$ cat config.mk
export PLATFORM = sky130hd
export DESIGN_NAME = stopwatch_display_mux
export DESIGN_NICKNAME = d
export VERILOG_FILES = /design/src/rtl/stopwatch_disp_pkg.sv /design/src/rtl/stopwatch_display_mux_bin2bcd.sv /design/src/rtl/stopwatch_display_mux.sv
export SDC_FILE = /design/constraint.sdc
export NUM_CORES = 1
export LEC_CHECK = 0
export ABC_AREA = 1
export CORE_MARGIN = 1
export CORE_UTILIZATION = 44
export CTS_CLUSTER_SIZE = 16
export DETAILED_ROUTE_END_ITERATION = 8
export GPL_TIMING_DRIVEN = 0
export SYNTH_ARGS = -nofsm -noshare
export SYNTH_HDL_FRONTEND = slang
export SYNTH_SLANG_ARGS = --single-unit
$ cat constraint.sdc
create_clock -name clk -period 1.9 [get_ports clk]
set_input_delay 0.285 -clock clk [delete_from_list [all_inputs] [get_ports clk]]
set_output_delay 0.285 -clock clk [all_outputs]
set_load 0.02 [all_outputs]
$ cat src/rtl/stopwatch_disp_pkg.sv
// Shared definitions for the stopwatch 6-digit display multiplexer.
//
// Contents:
//   NUM_DIGITS   number of scanned 7-segment digits
//   DP_MASK      digits whose decimal point is lit (bit k = digit k)
//   SEG_*        active-low segment codes, bit order {g,f,e,d,c,b,a}
//   DIGIT_DASH   buffer code meaning "value out of range, show a dash"
//   conv_state_t converter sequencing states (IDLE/CONV/DONE)
//   digit_to_seg buffer digit -> active-low segment code
package stopwatch_disp_pkg;

  localparam int NUM_DIGITS = 6;
  localparam logic [5:0] DP_MASK = 6'b010100;

  localparam logic [6:0] SEG_0     = 7'h40;
  localparam logic [6:0] SEG_1     = 7'h79;
  localparam logic [6:0] SEG_2     = 7'h24;
  localparam logic [6:0] SEG_3     = 7'h30;
  localparam logic [6:0] SEG_4     = 7'h19;
  localparam logic [6:0] SEG_5     = 7'h12;
  localparam logic [6:0] SEG_6     = 7'h02;
  localparam logic [6:0] SEG_7     = 7'h78;
  localparam logic [6:0] SEG_8     = 7'h00;
  localparam logic [6:0] SEG_9     = 7'h10;
  localparam logic [6:0] SEG_DASH  = 7'h3F;
  localparam logic [6:0] SEG_BLANK = 7'h7F;

  // Digits 0-9 are stored as plain BCD; one spare code marks a dash.
  localparam logic [3:0] DIGIT_DASH = 4'hA;

  typedef enum logic [1:0] {
    IDLE = 2'd0,
    CONV = 2'd1,
    DONE = 2'd2
  } conv_state_t;

  function automatic logic [6:0] digit_to_seg(input logic [3:0] d);
    logic [6:0] seg;
    case (d)
      4'd0:       seg = SEG_0;
      4'd1:       seg = SEG_1;
      4'd2:       seg = SEG_2;
      4'd3:       seg = SEG_3;
      4'd4:       seg = SEG_4;
      4'd5:       seg = SEG_5;
      4'd6:       seg = SEG_6;
      4'd7:       seg = SEG_7;
      4'd8:       seg = SEG_8;
      4'd9:       seg = SEG_9;
      DIGIT_DASH: seg = SEG_DASH;
      default:    seg = SEG_BLANK;
    endcase
    return seg;
  endfunction

endpackage

$ cat src/rtl/stopwatch_display_mux_bin2bcd.sv
// Sequential binary-to-BCD converter for one 7-bit value (0..127).
// Repeatedly subtracts 10 (one subtraction per cycle) counting tens;
// the remainder is the ones digit. Values above 99 are flagged instead
// of converted and finish immediately.
//
// Ports:
//   clk, rst_hw   clock and synchronous active-high reset
//   start         one-cycle pulse: capture value and begin
//   value[6:0]    binary input, sampled on start
//   done          one-cycle pulse: tens/ones/over_range are valid
//   tens, ones    BCD result
//   over_range    captured value was > 99
module bin2bcd_seq (
  input  logic       clk,
  input  logic       rst_hw,
  input  logic       start,
  input  logic [6:0] value,
  output logic       done,
  output logic [3:0] tens,
  output logic [3:0] ones,
  output logic       over_range
);

  logic [6:0] work;
  logic [3:0] tens_q;
  logic       busy;
  logic       done_q;
  logic       over_q;

  always_ff @(posedge clk) begin
    if (rst_hw) begin
      work   <= '0;
      tens_q <= '0;
      busy   <= 1'b0;
      done_q <= 1'b0;
      over_q <= 1'b0;
    end else begin
      done_q <= 1'b0;
      if (start) begin
        work   <= value;
        tens_q <= '0;
        over_q <= (value > 7'd99);
        busy   <= 1'b1;
      end else if (busy) begin
        // Out-of-range values skip the subtraction loop entirely.
        if (!over_q && (work >= 7'd10)) begin
          work   <= work - 7'd10;
          tens_q <= tens_q + 4'd1;
        end else begin
          busy   <= 1'b0;
          done_q <= 1'b1;
        end
      end
    end
  end

  // When done is asserted the remainder is below 10, so the low nibble
  // holds the complete ones digit.
  assign done       = done_q;
  assign tens       = tens_q;
  assign ones       = work[3:0];
  assign over_range = over_q;

endmodule

$ cat src/rtl/stopwatch_display_mux.sv
// Time-multiplexed 6-digit common-anode 7-segment driver for the stopwatch.
// Once per refresh frame the q0/q1/q2 inputs are snapshotted, converted to
// BCD by a single time-shared sequential converter, and the six display
// digits are updated atomically. One digit is lit at a time; all outputs
// are registered and active-low.
//
// Parameters:
//   REFRESH_MAX   clk cycles each digit stays lit (>= 64)
//   BLINK_FRAMES  frames per blink half-period (blink build only)
//
// Ports:
//   clk, rst_hw      50 MHz clock, synchronous active-high reset
//   q0, q1, q2       centiseconds, seconds, minutes (binary)
//   overflow         stopwatch reached maximum count
//   seg_n[6:0]       segments {g,f,e,d,c,b,a}, active-low
//   dp_n             decimal point, active-low (digits 2 and 4)
//   an_n[5:0]        digit anodes, active-low, bit k = digit k
//
// Build option: define STOPWATCH_DISP_OVERFLOW_BLINK_EN to blank the
// display every other BLINK_FRAMES frames while overflow is high.
module stopwatch_display_mux
  import stopwatch_disp_pkg::*;
#(
  parameter int REFRESH_MAX  = 50000,
  parameter int BLINK_FRAMES = 40
) (
  input  logic       clk,
  input  logic       rst_hw,
  input  logic [6:0] q0,
  input  logic [6:0] q1,
  input  logic [6:0] q2,
  input  logic       overflow,
  output logic [6:0] seg_n,
  output logic       dp_n,
  output logic [5:0] an_n
);

  localparam int TICK_W = $clog2(REFRESH_MAX);
  localparam logic [TICK_W-1:0] TICK_LAST = TICK_W'(REFRESH_MAX - 1);

  logic [TICK_W-1:0] tick;
  logic [2:0]        digit_idx;
  logic              boot;
  logic              tick_last;
  logic              frame_wrap;
  logic              frame_start;

  conv_state_t state;
  conv_state_t state_next;
  logic [1:0]  sel;
  logic        launch;

  logic [6:0] snap [3];
  logic [3:0] stage [NUM_DIGITS];
  logic [3:0] buffer [NUM_DIGITS];

  logic [6:0] conv_value;
  logic       bcd_done;
  logic       bcd_over;
  logic [3:0] bcd_tens;
  logic [3:0] bcd_ones;
  logic [3:0] res_tens;
  logic [3:0] res_ones;
  logic       blank;

  assign tick_last  = (tick == TICK_LAST);
  assign frame_wrap = tick_last && (digit_idx == 3'd5);
  // boot makes the very first cycle out of reset a frame start so the
  // display does not wait a whole frame for its first real values.
  assign frame_start = frame_wrap || boot;

  // Converter sequencing state register.
  always_ff @(posedge clk) begin
    if (rst_hw) state <= IDLE;
    else        state <= state_next;
  end

  // Frame starts arriving while busy are dropped; with REFRESH_MAX >= 64
  // the conversion always finishes long before the next one.
  always_comb begin
    state_next = state;
    case (state)
      IDLE:    if (frame_start) state_next = CONV;
      CONV:    if (bcd_done && (sel == 2'd2)) state_next = DONE;
      DONE:    state_next = IDLE;
      default: state_next = IDLE;
    endcase
  end

  always_comb begin
    conv_value = snap[0];
    case (sel)
      2'd1:    conv_value = snap[1];
      2'd2:    conv_value = snap[2];
      default: conv_value = snap[0];
    endcase
  end

  bin2bcd_seq u_bin2bcd (
    .clk        (clk),
    .rst_hw     (rst_hw),
    .start      (launch),
    .value      (conv_value),
    .done       (bcd_done),
    .tens       (bcd_tens),
    .ones       (bcd_ones),
    .over_range (bcd_over)
  );

  assign res_tens = bcd_over ? DIGIT_DASH : bcd_tens;
  assign res_ones = bcd_over ? DIGIT_DASH : bcd_ones;

  // Scan timing, snapshot capture, per-value result staging and the
  // single-cycle commit of all six digits into the display buffer.
  // Results land in stage first so the visible buffer never mixes digits
  // from two different snapshots.
  always_ff @(posedge clk) begin
    if (rst_hw) begin
      tick      <= '0;
      digit_idx <= '0;
      boot      <= 1'b1;
      sel       <= '0;
      launch    <= 1'b0;
      for (int i = 0; i < 3; i++) snap[i] <= '0;
      for (int i = 0; i < NUM_DIGITS; i++) begin
        stage[i]  <= '0;
        buffer[i] <= '0;
      end
    end else begin
      boot   <= 1'b0;
      launch <= 1'b0;

      if (tick_last) begin
        tick      <= '0;
        digit_idx <= (digit_idx == 3'd5) ? 3'd0 : digit_idx + 3'd1;
      end else begin
        tick <= tick + 1'b1;
      end

      if ((state == IDLE) && frame_start) begin
        snap[0] <= q0;
        snap[1] <= q1;
        snap[2] <= q2;
        sel     <= 2'd0;
        launch  <= 1'b1;
      end

      if ((state == CONV) && bcd_done) begin
        case (sel)
          2'd0: begin stage[0] <= res_ones; stage[1] <= res_tens; end
          2'd1: begin stage[2] <= res_ones; stage[3] <= res_tens; end
          default: begin stage[4] <= res_ones; stage[5] <= res_tens; end
        endcase
        if (sel != 2'd2) begin
          sel    <= sel + 2'd1;
          launch <= 1'b1;
        end
      end

      if (state == DONE) begin
        for (int i = 0; i < NUM_DIGITS; i++) buffer[i] <= stage[i];
      end
    end
  end

`ifdef STOPWATCH_DISP_OVERFLOW_BLINK_EN
  localparam int FRAME_W = $clog2(BLINK_FRAMES) + 1;

  logic [FRAME_W-1:0] frame_cnt;
  logic               blink_phase;

  // Blink phase flips every BLINK_FRAMES frames while overflow is held;
  // dropping overflow restarts the pattern from the lit phase.
  always_ff @(posedge clk) begin
    if (rst_hw || !overflow) begin
      frame_cnt   <= '0;
      blink_phase <= 1'b0;
    end else if (frame_wrap) begin
      if (frame_cnt == FRAME_W'(BLINK_FRAMES - 1)) begin
        frame_cnt   <= '0;
        blink_phase <= ~blink_phase;
      end else begin
        frame_cnt <= frame_cnt + 1'b1;
      end
    end
  end

  assign blank = blink_phase;
`else
  logic unused_blink_cfg;
  assign unused_blink_cfg = overflow ^ (BLINK_FRAMES == 0);
  assign blank = 1'b0;
`endif

  // Registered pin drivers: one cycle behind digit_idx. Blanking only
  // turns the anodes and decimal point off; scanning carries on.
  always_ff @(posedge clk) begin
    if (rst_hw) begin
      an_n  <= 6'h3F;
      seg_n <= SEG_BLANK;
      dp_n  <= 1'b1;
    end else begin
      seg_n <= digit_to_seg(buffer[digit_idx]);
      if (blank) begin
        an_n <= 6'h3F;
        dp_n <= 1'b1;
      end else begin
        an_n <= ~(6'd1 << digit_idx);
        dp_n <= ~DP_MASK[digit_idx];
      end
    end
  end

endmodule

======== After elaboration in Yosys (flattened, before gate mapping) ========
Memory sizes are Yosys's and may differ from the RTL's. A register that Yosys moved wholly into a read port is not among the register bits.
Index checks and enable logic that the tools add are counted.
storage, ports and cells
  flip-flop bits (word level) ............. 46
  bits in latches ......................... 0
  memory bits (writable) .................. 69
  memory bits (read-only) ................. 120
  input port bits ......................... 24
  word-level logic and storage cells ...... 131
  memories kept ........................... 5
memory list
  memory           words  width  rd ports  clocked after memory_dff  write ports  RTL line                      source
  (no name shown)  16     7      1         1                         0            stopwatch_disp_pkg.sv:39      case (d)
  buffer           6      4      1         1                         6            stopwatch_display_mux.sv:55   logic [3:0] buffer [NUM_DIGITS];
  stage            6      4      6         0                         6            stopwatch_display_mux.sv:54   logic [3:0] stage [NUM_DIGITS];
  snap             3      7      3         0                         3            stopwatch_display_mux.sv:53   logic [6:0] snap [3];
  (no name shown)  8      1      1         1                         0            stopwatch_display_mux.sv:209  dp_n <= ~DP_MASK[digit_idx];
operators by class
  add/subtract/negate cells ............... 5
  $mul .................................... 0
  divide/modulo/power cells ............... 0
  magnitude comparators ................... 3
  eq/ne operators ......................... 9
  shift operators ......................... 1
  mux-type cells .......................... 59
  bitwise logic cells ..................... 18
  reductions and logical operators ........ 18
operators with widths
  operator                                                            count
  2-to-1 mux 4 bit                                                    14
  2-to-1 mux 7 bit                                                    6
  2-to-1 mux 1 bit                                                    27
  adder 16 x 1 -> 16 bit (second input constant)                      1
  == test 16 bit (second input constant)                              1
  2-to-1 mux 3 bit                                                    5
  bitwise OR 1 bit                                                    15
  one-hot mux 7 bit (2 select lines)                                  1
  2-to-1 mux 2 bit                                                    5
  greater-or-equal comparator 7 x 4 -> 1 bit (second input constant)  1
  greater-than comparator 7 bit (second input constant)               1
  subtractor 7 x 4 -> 7 bit (second input constant)                   1
  inequality test 2 bit (second input constant)                       3
  inverter 6 bit                                                      1
  AND reduction 2 bit                                                 3
  OR reduction 2 bit                                                  3
  left shift 1 x 3 -> 6 bit (first input constant)                    1
  logical AND 1 bit                                                   5
  adder 4 x 1 -> 4 bit (second input constant)                        1
  == test 2 x 1 -> 1 bit (second input constant)                      2
  == test 2 bit (second input constant)                               2
  zero test 2 bit                                                     2
  < comparator 3 x 4 -> 1 bit (second input constant)                 1
  one-hot mux 2 bit (2 select lines)                                  1
  8 further kinds                                                     10

======== Depth between registers and ports, before layout ========
Gate-level depths: netlist (run 1).
  depth after elaboration ................. 8
  depth in mapped cells ................... 13

======== By module ========
Synthesis (run 1) repeated with hierarchy kept, for this count alone.
second synthesis, totals
  cell total of the unflattened synthesis .. 671
  area total of the unflattened synthesis .. 5883.1 sq um
modules (own cells, without submodules)
  module                 instances  cells an instance  area an instance (sq um)  sequential area each (sq um)
  stopwatch_display_mux  1          558                5099.9                    2932.8
  bin2bcd_seq            1          113                783.3                     280.3

======== Worst setup path before layout (run 1) ========
OpenSTA, ideal clock, no wires.
  path type ............................... reg2reg
  from .................................... reg tick[0]
  to ...................................... mem snap[0][0] (enable)
  arrival ................................. 1.521 ns
  data required time ...................... 1.522 ns
  slack ................................... 0.002 ns
  cell stages (with the launch flop) ...... 10
  path buffers ............................ 0
  cell sequence ........................... dfxtp_1 > ha_1 > nand2_2 > clkinv_2 > nand2_2 > nor2_2 > nand3_1 > nand2_2 > nand2_1 > nand2_1
RTL lines
  item                    RTL line                      source
  start, declared         stopwatch_display_mux.sv:41   logic [TICK_W-1:0] tick;
  start signal, assigned  stopwatch_display_mux.sv:137  tick <= tick + 1'b1;
  end, declared           stopwatch_display_mux.sv:53

==> results of run 1 <==
metrics by stage:
step | setup TNS (ns) | cell area, um^2 | setup WS (ns)
after CTS | 0 | 6920 | 0.0497
after detailed placement | -45.43 | 6250 | -0.725
after global routing | 0 | 6940 | 0.00501
final | 0 | 6940 | 0.117
after floorplan | 0 | 5680 | 0.00157
after global placement | -43.39 | 6250 | -0.721
sequential cells by signal, indices dropped and copies added (netlist names), 2 cells and up, named ones only:
register	cells
u_bin2bcd.tens	4
seg_n	7
u_bin2bcd.work	7
an_n	6
buffer	24
state	2
tick	16
snap	21
stage	24
digit_idx	3
sel	2
kinds of logic (layout without fill, tap and decap cells):
group,Yosys count,in the layout,share of synthesized area [%]
mux,1,1,0.176
simple gates,339,339,26.5
compound gates,48,48,4.47
fa+ha+maj,12,12,2.64
buf+inv,118,186,8.68
flops,126,126,56.6
xor+xnor,6,6,0.926
cell usage in the layout (no fill, tap or decap), types with 8 or more instances in the layout:
cell / count
buf_2: 8
clkbuf_16: 20
inv_1: 97
nand2_2: 10
edfxtp_1: 69
clkdlybuf4s50_1: 36
nand3_1: 65
nor2_1: 100
nand2_1: 124
o21ai_0: 10
dfxtp_1: 56
nor2_2: 20
a21oi_1: 26
ha_1: 12
critical path, delay by kind of cell:
kind | cells | cell delay (ns)
AND/OR/NAND/NOR | 1 | 0.29
buffers and inverters | 5 | 1.27
routing by layer:
layer | track usage (%) | up-vias | wire length, um
met5 | 0 | - | 0
met4 | 7.27 | 0 | 140
met3 | 5.39 | 9 | 368
met2 | 31.4 | 72 | 5330
met1 | 20.3 | 1905 | 4830
li1 | - | 2188 | -
power by group through the flow:
| stage | Combinational [uW] | Clock [uW] | Sequential [uW] |
|---|---|---|---|
| 3_5_place_dp | 404 | 0 | 3090 |
| 6_report | 417 | 3330 | 3040 |
| 5_1_grt | 469 | 3500 | 3050 |
| 4_1_cts | 412 | 3390 | 3030 |
| 3_3_place_gp | 394 | 0 | 3090 |
| 2_1_floorplan | 255 | 0 | 3090 |
final cells by class:
cell class / instances / area [um^2] / area share [%]
buffer: 17 / 113 / 1.62
multi-input combinational: 406 / 2020 / 29.2
clock buffer: 25 / 569 / 8.20
sequential: 126 / 3210 / 46.3
tap: 172 / 215 / 3.10
inverter: 101 / 380 / 5.48
clock inverter: 7 / 65.1 / 0.937
timing repair buffer: 36 / 360 / 5.19
worst max-delay path by stage:
stage / from / end / cells past startpoint
CTS: flop / seg_n[5] / 13
floorplan: tick[0] / snap[0][0] / 9
detailed placement: rst_hw / buffer[1][2] / 6
global placement: rst_hw / buffer[0][2] / 6
global route: rst_hw / buffer[1][3] / 6
finish: rst_hw / buffer[5][1] / 6
Yosys cell counts, types with 2 or more instances:
| library cell | number |
|---|---|
| buf_2 | 8 |
| o21ai_1 | 2 |
| nor2_2 | 20 |
| nand3_1 | 65 |
| o21ai_0 | 15 |
| inv_1 | 97 |
| nor2_1 | 100 |
| nand3_2 | 2 |
| xor2_1 | 5 |
| buf_6 | 3 |
| nand3b_1 | 2 |
| or2_0 | 2 |
| ha_1 | 12 |
| nand2_2 | 7 |
| inv_2 | 3 |
| a21oi_1 | 26 |
| buf_4 | 4 |
| o211ai_1 | 2 |
| nand2_1 | 129 |
| edfxtp_1 | 69 |
| nor3_1 | 3 |
| dfxtp_1 | 57 |
| nand4_1 | 3 |
==> flow_summary_export.csv, run 1 <==
group,metric,value,unit
clock_tree,cts_buffers,17,
die,ios,38,
synthesis,synthArstFlopShare,0,%
placed_design,dp_cells,858,
worst_setup_path,crit_path_end_kind,"flop",
run,maxCapViolations,0,
power,p_int,5360,uW
power,cellPowerDensity,977,nW/um^2
timing,rsz0062_at_grt,"false",
clock_tree,cts_hold_buf,0,
final_layout,stdcell_count,890,
die,fp.dieW,116,um
routing,vias,4174,
worst_setup_path,start_kind,"primary input",
power,leakage,0.00286,uW
clock_tree,clockBufferDepth,2,
timing,finClkSkew,0.0160,ns
final_layout,area_growth,22.3,%
clock_tree,cts-resized-gates,9,
routing,drtPass1Iterations,4,
timing,max_slew_margin,53.7,%
synthesis,ys.flop_type,"edfxtp_1",
global_route,grtUsageTotal,17.9,%
timing,hold_viol,0,
power,seqPwrFrac,44.7,%
clock_tree,clock-sinks,126,
worst_setup_path,rrSetupSlack,0.18,ns
routing,routed_wl,10700,um
synthesis,yosysTopAreaCell,"edfxtp_1",
timing,maxSlewViolCount,0,
global_route,grt_pass1_wl,18400,um
final_layout,fill_cells,1153,
die,core_area,12600,um^2
power,clkPwrFrac,49.1,%
global_route,antenna_found_initial,0,
clock_tree,cts_root_buf,"clkbuf_16",
clock_tree,post_cts_buffers,0,
power,power,6780,uW
die,start_util,45.0,%
timing,tightest_slew,0.694,ns
routing,drt_iter0_markers,282,
routing,routed_via_density,4.69,
synthesis,synth_edf_count,69,
timing,period_minus_slack,1.78,ns
clock_tree,htreeDepth,4,
worst_hold_path,hold_class,"reg2reg",
final_layout,diodes,0,
worst_setup_path,slowest_delay,0.50,ns
final_layout,final_core_util,55.0,%
synthesis,synth_area,5680,um^2
final_layout,nNetsFinal,741,
run_status,status,"finished clean",
worst_setup_path,reg2regPathDepth,13,
worst_setup_path,worstPathMaxFanout,24,
synthesis,syn_avg_cell_area,8.74,um^2
timing,period_share,93.8,%
routing,wl_per_cell,12.0,um
worst_setup_path,worstReg2RegEnd,"seg_n[5]",
global_route,grt_pass1_vias,4175,
routing,ant_nets,0,
power,switchingPower,1430,uW
worst_setup_path,crit_arrival,1.85,ns
clock_tree,path_clk_slew,0.05,ns
placed_design,dp.final_hpwl,7620,um
synthesis,synth.area.top_cells,"edfxtp_1, dfxtp_1, nand2_1",
global_route,grt_max_degree,25,
timing,setup_viol,0,
worst_setup_path,crit_chain,"clkdlybuf4s50_1 > clkbuf_2 > inv_1 > buf_4 > buf_2 > nand2_4",
placed_design,gp_congestion,0.827,
timing,fmaxAchievable,561,MHz
worst_hold_path,whs_path_depth,1,
synthesis,synth_warnings,0,
synthesis,synth_nets,686,
worst_setup_path,crit_type,"in2reg",
die,design.die.area,13400,um^2
synthesis,synth_top_area_share,36.5,%
die,fp-row-count,41,
synthesis,synthDistinctLibCells,37,
worst_hold_path,hold_end,"dp_n",
placed_design,port_buffers,36,
worst_setup_path,crit_slowest_cell,"clkdlybuf4s50_1",
power,p_comb_share,6.2,%
timing,hold_ws,0.367,ns
global_route,grt-ovfl-total,0,
die,die_h,116,um
final_layout,final_layout_size_suffix_gt1_share,13.4,%
synthesis,seq_area_frac_synth,56.6,%
synthesis,syn_inst,650,
synthesis,synth-seq-cells,126,
worst_setup_path,crit_required,1.97,ns
power,vdd_drop_max,0.528,mV
clock_tree,insertion_delay,0.41,ns
routing,drc,0,
clock_tree,cts_tree,"built",
power,switching_share,21.1,%
No activity file was read; power rests on OpenSTA's default activity.
==> inputs of run 2 (changes only) <==
--- a/config.mk
+++ b/config.mk
@@ -12,3 +12,2 @@
 export DETAILED_ROUTE_END_ITERATION = 8
-export GPL_TIMING_DRIVEN = 0
 export SYNTH_ARGS = -nofsm -noshare
==> constraint.sdc (replaced) <==
create_clock -name clk -period 1.9 [get_ports clk]
set_input_delay 0.38 -clock clk [delete_from_list [all_inputs] [get_ports clk]]
set_output_delay 0.38 -clock clk [all_outputs]
set_load 0.02 [all_outputs]
==> run 2 against run 1 <==
Net effect:
- clock power increased by 2%
- design area increased by 1.1%
- count of clock-buffer cells in the layout increased by 1
- sequential cell count unchanged
==> flow_summary_export.csv, run 2 (synthesis gave the netlist of run 1 again) <==
group,metric,value,unit
worst_setup_path,slowest_delay,0.34,ns
final_layout,area_growth,23.6,%
clock_tree,cts_buffers,17,
placed_design,gp_congestion,0.800,
global_route,grt_pass1_vias,3844,
run_status,status,"finished clean",
final_layout,nNetsFinal,741,
timing,setup_viol,0,
clock_tree,clockBufferDepth,2,
die,core_area,12600,um^2
worst_setup_path,crit_required,2.02,ns
clock_tree,htreeDepth,4,
global_route,grt_max_degree,31,
worst_hold_path,hold_end,"dp_n",
final_layout,final_layout_size_suffix_gt1_share,13.1,%
worst_setup_path,rrSetupSlack,0.11,ns
worst_setup_path,crit_slowest_cell,"dfxtp_2",
run,maxCapViolations,0,
timing,tns,0,ns
die,die_h,116,um
clock_tree,cts_hold_buf,0,
power,vdd_drop_max,0.525,mV
global_route,antenna_found_initial,0,
worst_setup_path,worstReg2RegEnd,"snap[0][7]",
final_layout,diodes,0,
worst_setup_path,start_kind,"flop",
timing,maxSlewViolCount,0,
die,fp.dieW,116,um
routing,drc,0,
timing,fmaxAchievable,559,MHz
routing,routed_wl,10200,um
final_layout,stdcell_count,890,
timing,period_minus_slack,1.79,ns
global_route,grt_pass1_wl,17100,um
worst_setup_path,crit_arrival,1.91,ns
clock_tree,path_clk_slew,0.06,ns
routing,drtPass1Iterations,4,
global_route,grtUsageTotal,16.7,%
worst_setup_path,cp_top_family,"simple AND/OR/NAND/NOR gates",
worst_setup_path,reg2regPathDepth,10,
worst_setup_path,crit_path_end_kind,"flop",
worst_setup_path,worstPathMaxFanout,10,
routing,drt_iter0_markers,204,
worst_setup_path,crit_top_cell,"nand2_2",
routing,routed_via_density,4.65,
placed_design,dp.final_hpwl,7120,um
worst_setup_path,worst-path-stages,10,
timing,period_share,94.1,%
routing,ant_nets,0,
timing,tightest_slew,0.651,ns
timing,finClkSkew,0.0123,ns
timing,max_slew_margin,56.4,%
power,power,6880,uW
timing,rsz0062_at_grt,"true",
worst_hold_path,hold_class,"reg2reg",
final_layout,largest_registers,"buffer x24, stage x24, snap x21",
clock_tree,clock-sinks,126,
final_layout,final_common_cell,"nand2_1",
worst_setup_path,reg2reg_from,"tick[0]",
clock_tree,cts_root_buf,"clkbuf_16",
global_route,grt-ovfl-total,0,
final_layout,final_cell_mix,"nand2_1, nor2_1, inv_1, edfxtp_1, nand3_1",
placed_design,dp_cells,856,
timing,hold_viol,0,
power,leakage,0.00289,uW
routing,vias,4141,
die,fp-row-count,41,
die,ios,38,
power,cellPowerDensity,980,nW/um^2
die,start_util,45.0,%
worst_setup_path,crit_chain,"ha_2 > nand2_2 > clkinv_2 > nand2_2 > nor2_2 > nand3_1 > nand2_2 > nand2_2 > nand2_4 > clkbuf_16",
worst_setup_path,crit_type,"reg2reg",
clock_tree,insertion_delay,0.41,ns
worst_hold_path,whs_path_depth,1,
clock_tree,post_cts_buffers,0,
clock_tree,cts_tree,"built",
placed_design,port_buffers,36,
worst_setup_path,cp.buffers_inverters,2,
die,design.die.area,13400,um^2
routing,wl_per_cell,11.5,um
run 2: cell count changes in the layout (fill, tap and decap cells not counted), sizes merged:
| cell | change |
|---|---|
| inv | -2 |
| nand3 | +1 |
| clkinv | +1 |
run 2: how the worst max path moves through the flow:
stage / end / slack (ns) / start
2_1_floorplan: snap[0][0] / 0.002 / tick[0]
3_3_place_gp: stage[5][1] / 0.04 / sel[0]
3_5_place_dp: stage[5][1] / -0.02 / sel[0]
4_1_cts: snap[0][5] / 0.08 / tick[0]
5_1_grt: snap[0][14] / -0.01 / tick[1]
6_report: snap[0][7] / 0.11 / tick[0]
run 2: area by class of cell:
cell class | instances | area [um^2]
fillers | 1168 | 5600
flip-flops and latches | 126 | 3210
multi-input cells | 407 | 2000
clock buffers | 26 | 594
repair buffers | 52 | 548
inverters | 101 | 380
well taps | 172 | 215
clock inverters | 6 | 61.3
run 2: stage by stage:
stage	setup WS [ns]	cell area [um^2]	util (%)	hold WS, ns
floorplan	0.00157	5680	-	0.351
global placement	0.0373	6300	50.0	0.357
detailed placement	-0.0191	6300	50.0	0.360
CTS	0.0768	6960	55.2	0.372
global route	-0.0133	7020	55.6	0.389
finish	0.112	7020	55.6	0.371
run 2: power breakdown:
part / internal, uW / total (uW) / switching, uW
Clock: 2290 / 3410 / 1130
Combinational: 179 / 432 / 253
Sequential: 2990 / 3030 / 43.5
Total: 5450 / 6880 / 1420
run 2: layer usage:
metal,up-vias,GRT usage (%),routed length [um]
li1,2181,-,-
met1,1889,19.0,4670
met2,61,28.7,5120
met3,10,5.02,292
met4,0,8.40,153
met5,-,0,0
run 2: worst register-to-register path, cell delays in order (launching register included):
cell,delay (ns)
dfxtp_2,0.34
ha_2,0.18
nand2_2,0.06
clkinv_2,0.06
nand2_2,0.07
nor2_2,0.14
nand3_1,0.11
nand2_2,0.15
nand2_2,0.11
nand2_4,0.12
clkbuf_16,0.16
run 2: what timing repair did:
item,in CTS,in global routing
pin swaps,0,1
cloned,0,2
setup endpoints to repair,8,30
gates resized for setup,1,6
==> inputs of run 3 (changes only) <==
Clock period 1.9 ns to 1.5 ns, I/O delays scaled along.
==> run 3 against run 2 <==
Net effect:
- the flow now finishes with violations (negative setup slack)
- worst setup slack worse by 0.19 ns
- combinational power increased by 75%
- highest routed layer unchanged
- design area is 18% higher
- non-clock buffer count rose by 76
- sequential power is 27% higher
- core utilization grew 9.8 points
- sequential cell count stayed put
- critical endpoint is now seg_n[6]
- critical path depth grew 2
- global-route usage increased by 2.1 points
- final cell count increased by 8.8%
- fmax is 13% higher
- largest cell class unchanged
==> flow_summary_export.csv, run 3 (synthesis gave the netlist of run 1 again) <==
group,metric,value,unit
power,clkPwrFrac,47.2,%
run_status,violations,"negative setup slack",
clock_tree,clockBufferDepth,2,
final_layout,nNetsFinal,819,
final_layout,design_area,8260,um^2
timing,setup_ws,-0.0776,ns
placed_design,gp_congestion,0.822,
worst_setup_path,cp.buffers_inverters,3,
final_layout,final_common_cell,"nand2_1",
final_layout,final_cell_mix,"nand2_1, nor2_1, inv_1, buf_4, edfxtp_1",
global_route,grtUsageTotal,18.8,%
global_route,grt-ovfl-total,0,
clock_tree,htreeDepth,4,
final_layout,area_growth,45.4,%
timing,finClkSkew,0.00899,ns
die,fp-row-count,41,
routing,dr.max_layer_used,"met4",
timing,hold_ws,0.370,ns
power,switching_share,23.0,%
worst_setup_path,worstReg2RegEnd,"seg_n[6]",
worst_setup_path,rrSetupSlack,-0.08,ns
clock_tree,clock-sinks,126,
worst_setup_path,crit_required,1.81,ns
timing,tns,-1.12,ns
routing,met2_wirelength,6380,um
die,core_area,12600,um^2
worst_setup_path,start_kind,"flop",
power,switchingPower,2000,uW
timing,period_share,105,%
worst_setup_path,worstPathMaxFanout,8,
die,start_util,45.0,%
placed_design,placed_cell_area,6840,um^2
clock_tree,path_clk_slew,0.06,ns
routing,drtPass1Iterations,4,
timing,rsz0062_at_grt,"true",
final_layout,diodes,0,
final_layout,largest_registers,"buffer x24, stage x24, snap x21",
die,design.die.area,13400,um^2
routing,drc,0,
timing,fmaxAchievable,634,MHz
timing,setup_viol,47,
worst_setup_path,crit_slowest_cell,"dfxtp_4",
worst_setup_path,crit_arrival,1.88,ns
timing,maxSlewViolCount,0,
timing,period_minus_slack,1.58,ns
die,die_h,116,um
routing,wl_per_cell,12.6,um
worst_setup_path,crit_path_end_kind,"flop",
power,cellPowerDensity,1060,nW/um^2
clock_tree,insertion_delay,0.42,ns
clock_tree,cts_root_buf,"clkbuf_16",
worst_hold_path,hold_class,"reg2reg",
run_status,status,"complete, but fails checks",
worst_setup_path,cp_top_family,"simple AND/OR/NAND/NOR gates",
worst_hold_path,hold_end,"dp_n",
timing,hold_viol,0,
routing,ant_nets,0,
power,vdd_drop_max,0.861,mV
worst_setup_path,reg2regPathDepth,12,
final_layout,final_layout_size_suffix_gt1_share,33.2,%
global_route,grt_max_degree,25,
worst_setup_path,crit_type,"reg2reg",
clock_tree,cts_buffers,17,
timing,tightest_slew,0.544,ns
routing,drt_iter0_markers,164,
routing,wl_met1,5230,um
global_route,antenna_found_initial,0,
routing,routed_wl,12200,um
run,maxCapViolations,0,
routing,wl_met3,379,um
routing,vias,4532,
worst_setup_path,crit_chain,"inv_8 > nand2_2 > nand3_2 > nand2_2 > nand2_2 > nand2_4 > inv_4 > ha_4 > inv_4 > nand2_2 > a21oi_2 > nand2_1",
worst_setup_path,worst-path-stages,12,
global_route,grt_pass1_wl,19200,um
power,leakage,0.00339,uW
worst_setup_path,slowest_delay,0.41,ns
worst_hold_path,whs_path_depth,1,
power,p_comb_share,8.7,%
placed_design,port_buffers,36,
power,power,8710,uW
power,seqPwrFrac,44.1,%
timing,max_slew_margin,63.6,%
final_layout,fill_cells,1004,
power,p_int,6710,uW
routing,routed_via_density,4.68,
worst_setup_path,crit_top_cell,"nand2_2",
clock_tree,cts_tree,"built",
global_route,grt_pass1_vias,4349,
placed_design,dp.final_hpwl,7830,um
die,ios,38,
die,fp.dieW,116,um
==> run 3: cell types whose count changed in the layout (fill, tap and decap cells not counted), moves of 13 or more <==
cell             previous run  this run
nand3_2                     3        23
nand3_1                    65        40
nand2_1                   127       101
buf_6                       0        13
nor2_4                      1        18
buf_4                      11        72
clkdlybuf4s50_1            36        22
nand2_2                     8        23
dlygate4sd2_1               0        14
==> run 3: worst max-delay path by stage <==
stage                     slack (ns)           to
after CTS                      -0.04   snap[0][7]
after global routing           -0.14     seg_n[6]
after global placement         -0.18     seg_n[5]
final                          -0.08     seg_n[6]
after detailed placement       -0.21     seg_n[5]
after floorplan                -0.02  stage[0][0]
==> run 3: what timing repair did <==
item,CTS,global route
hold buffers,0,0
buffers inserted,5,10
resized for setup,63,122
cloned,3,1
endpoints found under the setup margin,97,108
pin swaps,15,51
==> run 3: worst reg2reg max path, cell delays in order (launching register included) <==
cell     delay [ns]
dfxtp_4        0.41
inv_8          0.06
nand2_2        0.07
nand3_2        0.09
nand2_2        0.07
nand2_2        0.06
nand2_4        0.12
inv_4          0.06
ha_4           0.17
inv_4          0.07
nand2_2        0.07
a21oi_2        0.15
nand2_1        0.07
==> run 3: routing by layer <==
metal	track usage, %	vias to the layer above
met3	5.96	21
li1	-	2353
met4	7.88	0
met5	0	-
met1	21.3	2082
met2	32.9	76
==> run 3: metrics by stage <==
step | setup slack (ns) | instances | util [%]
floorplan | -0.0246 | 650 | -
global placement | -0.181 | 919 | 54.2
detailed placement | -0.215 | 919 | 54.2
CTS | -0.0391 | 959 | 60.9
global route | -0.140 | 968 | 65.4
finish | -0.0776 | 968 | 65.4
==> run 3: final cells by class <==
| cell class | count | area, um^2 | share of cell area, % |
|---|---|---|---|
| clock buffer | 17 | 425 | 5.15 |
| clock inverter | 15 | 173 | 2.09 |
| inverter | 101 | 402 | 4.87 |
| multi-input combinational | 409 | 2640 | 32.0 |
| sequential | 126 | 3230 | 39.1 |
| tap | 172 | 215 | 2.61 |
| timing repair buffer | 128 | 1170 | 14.2 |
==> run 3: power groups by stage <==
stage	clock (uW)	combinational (uW)	sequential (uW)
3_5_place_dp	0	614	3910
2_1_floorplan	0	339	3920
3_3_place_gp	0	601	3900
4_1_cts	4170	658	3840
6_report	4110	758	3840
5_1_grt	4330	834	3860
